[src/rtl/fft_pkg.sv]
// Shared FFT scheduler types and helpers: FSM state encoding, pipeline latency,
// bit reversal and radix-2 butterfly address arithmetic.
package fft_pkg;

  typedef enum logic [2:0] {
    IDLE,
    LOAD,
    FLUSH,
    ISSUE,
    DRAIN,
    DONE
  } state_t;

  // One ROM/RAM read cycle plus the shared multiplier and adder pipelines.
  function automatic int unsigned pipe_lat(input int unsigned mul_lat, input int unsigned add_lat);
    return 32'd1 + mul_lat + add_lat;
  endfunction

  function automatic int unsigned bitrev(input int unsigned k, input int unsigned width);
    int unsigned r;
    r = 0;
    for (int unsigned i = 0; i < width; i++) begin
      if (k[i]) r = r | (32'd1 << (width - 32'd1 - i));
    end
    return r;
  endfunction

  // Lower operand address of butterfly j in stage s (span 2^s).
  function automatic int unsigned bfly_a(input int unsigned j, input int unsigned s);
    return ((j >> s) << (s + 32'd1)) | (j & ((32'd1 << s) - 32'd1));
  endfunction

  function automatic int unsigned bfly_tw(input int unsigned j, input int unsigned s,
                                          input int unsigned log2n);
    return (j & ((32'd1 << s) - 32'd1)) << (log2n - 32'd1 - s);
  endfunction

endpackage

[src/rtl/fft_sched_dly.sv]
// Valid + address-pair shift register aligning write-back with issue.
module fft_sched_dly #(
  parameter int unsigned DEPTH = 3,
  parameter int unsigned AW    = 8
) (
  input  logic          clk,
  input  logic          rst,
  input  logic          in_valid,
  input  logic [AW-1:0] in_a,
  input  logic [AW-1:0] in_b,
  output logic          out_valid,
  output logic [AW-1:0] out_a,
  output logic [AW-1:0] out_b
);

  logic [DEPTH-1:0] v;
  logic [AW-1:0]    a [DEPTH];
  logic [AW-1:0]    b [DEPTH];

  always_ff @(posedge clk) begin
    if (!rst) begin
      v <= '0;
      for (int unsigned i = 0; i < DEPTH; i++) begin
        a[i] <= '0;
        b[i] <= '0;
      end
    end else begin
      v[0] <= in_valid;
      a[0] <= in_a;
      b[0] <= in_b;
      for (int unsigned i = 1; i < DEPTH; i++) begin
        v[i] <= v[i-1];
        a[i] <= a[i-1];
        b[i] <= b[i-1];
      end
    end
  end

  assign out_valid = v[DEPTH-1];
  assign out_a     = a[DEPTH-1];
  assign out_b     = b[DEPTH-1];

endmodule

[src/rtl/fft_sched.sv]
// In-place radix-2 FFT address/control scheduler: load, per-stage butterfly issue, drain.
// Define FFT_SCHED_BITREV_EN to bit-reverse the load write address.
module fft_sched
  import fft_pkg::*;
#(
  parameter int unsigned LOG2N   = 8,
  parameter int unsigned MUL_LAT = 4,
  parameter int unsigned ADD_LAT = 6
) (
  input  logic             clk,
  input  logic             rst,
  input  logic             start,
  output logic             busy,
  output logic             done,
  output logic [LOG2N-1:0] addr_i,
  output logic             load_we,
  output logic [LOG2N-1:0] load_addr,
  output logic [LOG2N-1:0] rd_addr_a,
  output logic [LOG2N-1:0] rd_addr_b,
  output logic [LOG2N-2:0] tw_addr,
  output logic             issue,
  output logic             wr_en,
  output logic [LOG2N-1:0] wr_addr_a,
  output logic [LOG2N-1:0] wr_addr_b,
  output logic [3:0]       stage
);

  localparam int unsigned N        = 32'd1 << LOG2N;
  localparam int unsigned HALF_N   = N / 32'd2;
  localparam int unsigned PIPE_LAT = pipe_lat(MUL_LAT, ADD_LAT);
  localparam int unsigned DW       = $clog2(PIPE_LAT) + 1;
  localparam int unsigned TW       = LOG2N - 1;

  state_t           state;
  logic [LOG2N-1:0] cnt;
  logic [DW-1:0]    dcnt;
  logic             ld_valid;
  logic [LOG2N-1:0] load_map;

  logic             iss_next;
  int unsigned      j_next;
  int unsigned      s_next;

  always_comb begin
`ifdef FFT_SCHED_BITREV_EN
    load_map = LOG2N'(bitrev(32'(addr_i), LOG2N));
`else
    load_map = addr_i;
`endif
  end

  // The butterfly for the following cycle is chosen here so the issue
  // outputs can be registered alongside the state transition.
  always_comb begin
    iss_next = 1'b0;
    j_next   = 0;
    s_next   = 32'(stage);
    case (state)
      FLUSH: begin
        iss_next = 1'b1;
        s_next   = 0;
      end
      ISSUE: begin
        if (cnt != LOG2N'(HALF_N - 1)) begin
          iss_next = 1'b1;
          j_next   = 32'(cnt) + 32'd1;
        end
      end
      DRAIN: begin
        if (dcnt == DW'(PIPE_LAT - 1) && stage != 4'(LOG2N - 1)) begin
          iss_next = 1'b1;
          s_next   = 32'(stage) + 32'd1;
        end
      end
      default: ;
    endcase
  end

  always_ff @(posedge clk) begin
    if (!rst) begin
      state     <= IDLE;
      cnt       <= '0;
      dcnt      <= '0;
      ld_valid  <= 1'b0;
      busy      <= 1'b0;
      done      <= 1'b0;
      addr_i    <= '0;
      load_we   <= 1'b0;
      load_addr <= '0;
      issue     <= 1'b0;
      rd_addr_a <= '0;
      rd_addr_b <= '0;
      tw_addr   <= '0;
      stage     <= '0;
    end else begin
      issue     <= iss_next;
      rd_addr_a <= iss_next ? LOG2N'(bfly_a(j_next, s_next)) : '0;
      rd_addr_b <= iss_next ? LOG2N'(bfly_a(j_next, s_next) + (32'd1 << s_next)) : '0;
      tw_addr   <= iss_next ? TW'(bfly_tw(j_next, s_next, LOG2N)) : '0;
      load_we   <= ld_valid;
      load_addr <= ld_valid ? load_map : '0;
      done      <= 1'b0;
      addr_i    <= '0;
      ld_valid  <= 1'b0;
      case (state)
        IDLE: begin
          if (start) begin
            state    <= LOAD;
            busy     <= 1'b1;
            cnt      <= '0;
            ld_valid <= 1'b1;
          end
        end
        LOAD: begin
          if (cnt == LOG2N'(N - 1)) begin
            state <= FLUSH;
          end else begin
            cnt      <= cnt + 1'b1;
            addr_i   <= cnt + 1'b1;
            ld_valid <= 1'b1;
          end
        end
        FLUSH: begin
          state <= ISSUE;
          stage <= '0;
          cnt   <= '0;
        end
        ISSUE: begin
          if (cnt == LOG2N'(HALF_N - 1)) begin
            state <= DRAIN;
            dcnt  <= '0;
          end else begin
            cnt <= cnt + 1'b1;
          end
        end
        DRAIN: begin
          if (dcnt == DW'(PIPE_LAT - 1)) begin
            if (stage == 4'(LOG2N - 1)) begin
              state <= DONE;
              busy  <= 1'b0;
              done  <= 1'b1;
              stage <= '0;
            end else begin
              state <= ISSUE;
              stage <= stage + 1'b1;
              cnt   <= '0;
            end
          end else begin
            dcnt <= dcnt + 1'b1;
          end
        end
        DONE:    state <= IDLE;
        default: state <= IDLE;
      endcase
    end
  end

  fft_sched_dly #(
    .DEPTH(PIPE_LAT),
    .AW   (LOG2N)
  ) u_dly (
    .clk      (clk),
    .rst      (rst),
    .in_valid (issue),
    .in_a     (rd_addr_a),
    .in_b     (rd_addr_b),
    .out_valid(wr_en),
    .out_a    (wr_addr_a),
    .out_b    (wr_addr_b)
  );

endmodule

[config.mk]
export PLATFORM = sky130hd
export DESIGN_NAME = fft_sched
export DESIGN_NICKNAME = d
export VERILOG_FILES = /design/src/rtl/fft_pkg.sv /design/src/rtl/fft_sched_dly.sv /design/src/rtl/fft_sched.sv
export SDC_FILE = /design/constraint.sdc
export NUM_CORES = 1
export LEC_CHECK = 0
export ABC_AREA = 1
export CAP_MARGIN = 20
export CELL_PAD_IN_SITES_DETAIL_PLACEMENT = 1
export CELL_PAD_IN_SITES_GLOBAL_PLACEMENT = 1
export CORE_MARGIN = 2
export CORE_UTILIZATION = 46
export CTS_CLUSTER_DIAMETER = 100
export DETAILED_ROUTE_END_ITERATION = 16
export GPL_ROUTABILITY_DRIVEN = 0
export GPL_TIMING_DRIVEN = 0
export PLACE_DENSITY_LB_ADDON = 0.1
export SYNTH_ARGS = -nofsm -noshare
export SYNTH_HDL_FRONTEND = slang
export SYNTH_SLANG_ARGS = --single-unit
[constraint.sdc]
create_clock -name clk -period 5.5 [get_ports clk]
set_input_delay 1.1 -clock clk [delete_from_list [all_inputs] [get_ports clk]]
set_output_delay 1.1 -clock clk [all_outputs]
set_load 0.01 [all_outputs]
==> results of run 1 <==
## cells by family (layout without fill, tap and decap cells)
kind of cell             count (synthesis)  count (layout)  synth area share (%)
buffers and inverters                  297             407                  12.5
XOR/XNOR                                 5               5                 0.482
AND/OR/NAND/NOR                        499             499                  23.9
adder cells (fa/ha/maj)                 15              15                  2.15
AO/OA/AOI/OAI                           92              92                  5.66
flip-flops                             251             251                  55.3
## metrics by stage
step	total power [mW]	hold WS (ns)	utilization [%]	setup slack, ns
after floorplan	2.09	0.390	-	1.72
after global placement	2.18	0.392	51.9	0.767
after detailed placement	2.18	0.399	51.9	0.723
after CTS	3.85	0.413	56.2	0.617
after global routing	3.97	0.431	56.2	0.0692
final	3.81	0.404	56.2	0.661
## layer usage
| layer | up-vias | share of wire (%) |
|---|---|---|
| met4 | 0 | 3.0 |
| met2 | 116 | 54 |
| li1 | 3634 | - |
| met5 | - | 0 |
| met3 | 45 | 3.7 |
| met1 | 3360 | 39 |
## worst max-delay path by stage
stage / startpoint / to / slack (ns) / cells past startpoint
floorplan: stage[0] / rd_addr_b[7] / 1.72 / 29
global placement: stage[0] / rd_addr_b[7] / 0.77 / 30
detailed placement: stage[0] / rd_addr_b[7] / 0.72 / 30
CTS: stage[0] / rd_addr_b[7] / 0.62 / 30
global route: stage[0] / rd_addr_b[7] / 0.07 / 30
finish: stage[0] / rd_addr_b[7] / 0.66 / 30
## final cells by class
type,count,area (um^2)
plain buffers,32,140
clock buffers,39,781
clock inverters,6,46.3
fillers,2439,8500
inverters,265,997
multi-input cells,611,2930
flip-flops and latches,251,5020
well taps,265,332
repair buffers,65,651
## layout by cell type (no fill, tap or decap), types with 12 or more instances in the layout
cell type / n
nand2_2: 12
nor3_1: 13
a21oi_1: 46
nand2_1: 305
nand3_1: 65
ha_1: 14
clkbuf_1: 31
o21ai_0: 25
clkbuf_16: 27
inv_1: 254
dfxtp_1: 251
clkdlybuf4s50_1: 65
nor2_1: 66
## flip-flops by register name, summed over array words and instances, names as in the netlist
register,cells
addr_i,8
busy,1
cnt,8
dcnt,5
done,1
issue,1
ld_valid,1
load_addr,8
load_we,1
rd_addr_a,8
rd_addr_b,8
stage,4
state,3
tw_addr,7
u_dly.a,88
u_dly.b,88
u_dly.v,11
## power groups by stage
stage               registers [mW]  clock network [mW]  logic, mW
floorplan                     1.89                   0      0.196
global placement              1.89                   0      0.285
detailed placement            1.89                   0      0.291
CTS                           1.85                1.70      0.294
global route                  1.86                1.78      0.329
finish                        1.85                1.66      0.293
## worst reg2reg max path, delay by kind of cell (launching register included)
| family | cells | cell delay [ns] |
|---|---|---|
| AOI/OAI and AO/OA | 3 | 0.45 |
| xor gates and xnor gates | 1 | 0.16 |
| adders and majority gates | 3 | 0.81 |
| buffers and inverters | 5 | 0.64 |
| DFF | 1 | 0.38 |
| and+or+nand+nor | 18 | 2.28 |
==> reports/qor.yml, run 1 <==
pwr:
  ir_drop_mv: 0.195
  internal-power_mw: 2.91
  sw_frac_of_total_pct: 23.7
  clkPwrFrac_pct: 43.6
  p_comb_share_pct: 7.7
  seqPwrFrac_pct: 48.7
  leakage_nw: 5.81
  p_sw_mw: 0.900
  power-per-cell-area_nw_per_um2: 349
worst_setup_path:
  start_kind: "flop"
  critical_path_buf_inv_count: 5
  r2r_end: "rd_addr_b[7]"
  crit_fanout: 10
  cpMostUsedCell: "nor2_1"
  worstSetupPathType: "flop to flop"
  critPathMaxStageDelay_ns: 0.40
  cpMaxStageDelayCell: "nor3_1"
  reg2reg_depth: 30
  worst-r2r-setup-slack_ns: 0.66
  worstPathArrival_ns: 5.21
  r2r-start: "stage[0]"
  crit_required_ns: 5.88
  path_delay_family: "simple AND/OR/NAND/NOR gates"
  setup.worst_path.end_class: "flop"
floorplanning:
  io_pins: 67
  die_h_um: 145
  core_um2: 19400
  start_util_pct: 46.9
  rows: 51
  die-area_um2: 20900
  dieWidth_um: 145
synth:
  synth-async-reset-ratio_pct: 0
  synthCells: 1159
  ys.flop_type: "dfxtp_1"
  synth_area_um2: 9090
  yosysTopAreaCell: "dfxtp_1"
  synth_top_area_share_pct: 55.3
  avgSynthCellArea_um2: 7.84
  synth-seq-area-share_pct: 55.3
  ys_ff_latch: 251
  yosysWarnings: 0
  ys_types: 38
  syn_nets: 1177
  synthTopCellsByArea: "dfxtp_1 55%, nand2_1 13%, inv_1 10%"
  synth_common_cells: "305 x nand2_1, 254 x inv_1, 251 x dfxtp_1"
  synth-edff-count: 0
  synth_most_common_cell: "nand2_1"
placement:
  placed_cell_area_um2: 10100
  portBuffers: 65
  placed_cells: 1489
  hpwlAfterDp_mm: 15.4
sta:
  tightestPinTransition_ns: 0.830
  rsz0062_at_grt: "false"
  setup_viol: 0
  slew_headroom_pct: 44.6
  slew_viol_final: 0
  setup_tns_ns: 0
  finalHoldViolCount: 0
  finalCritPeriodShare_pct: 88.0
  clock_skew_ns: 0.0169
  max_freq_ghz: 0.207
  fin_crit_ns: 4.84
clock_network:
  path_clk_slew_ns: 0.06
  clockRootBuffer: "clkbuf_16"
  numCtsBuffers: 26
  post_cts_buffers: 0
  clock_latency_ns: 0.52
  clock_path_buffers: 3
  htreeDepth: 1
  cts_tree: "done"
  cts_hold_buf: 0
  clkSinkCount: 251
  cts_resized: 0
run:
  maxCapViolCount: 0
worst_hold_path:
  hold_path.startpoint: "u_dly.b[2][7]"
  holdPathEnd: "u_dly.b[2][15]"
  hold_depth: 2
  hp-class: "flop to flop"
grt:
  grtUsageMet1_pct: 22.0
  grt.total_usage_pct: 20.9
  grt_pass1_vias: 7532
  grt_max_degree: 14
  antenna_found_initial: 0
  grt_pass1_wl_mm: 34.8
  grt_busiest_layer: "met2"
  grtUsageMet3_pct: 2.91
  grt_overflow_total: 0
  grtUsageMet2_pct: 41.6
detailed_routing:
  wl_per_cell_um: 13.8
  viasPerCell: 4.66
  finalWirelength_mm: 21.1
  drt_first_iter_violations: 256
  num_vias: 7155
  route.detailed.drc: 0
  drtAntennaViolNets: 0
  firstDrtPassIters: 4
outcome:
  status: "completed"
layout:
  finish.net_count: 1270
  drive_gt1_share_pct: 7.49
  final-instance-count-excl-fill: 1534
  final_area_um2: 10900
  area_growth_pct: 19.9
  antennaDiodeCount: 0
No activity file was read; power rests on OpenSTA's default activity.
==> run 2: changes to the inputs <==
- TNS_END_PERCENT: unset -> 30
==> results of run 2 <==
Same layout as run 1: the final DEF is identical, and so are final timing and power.
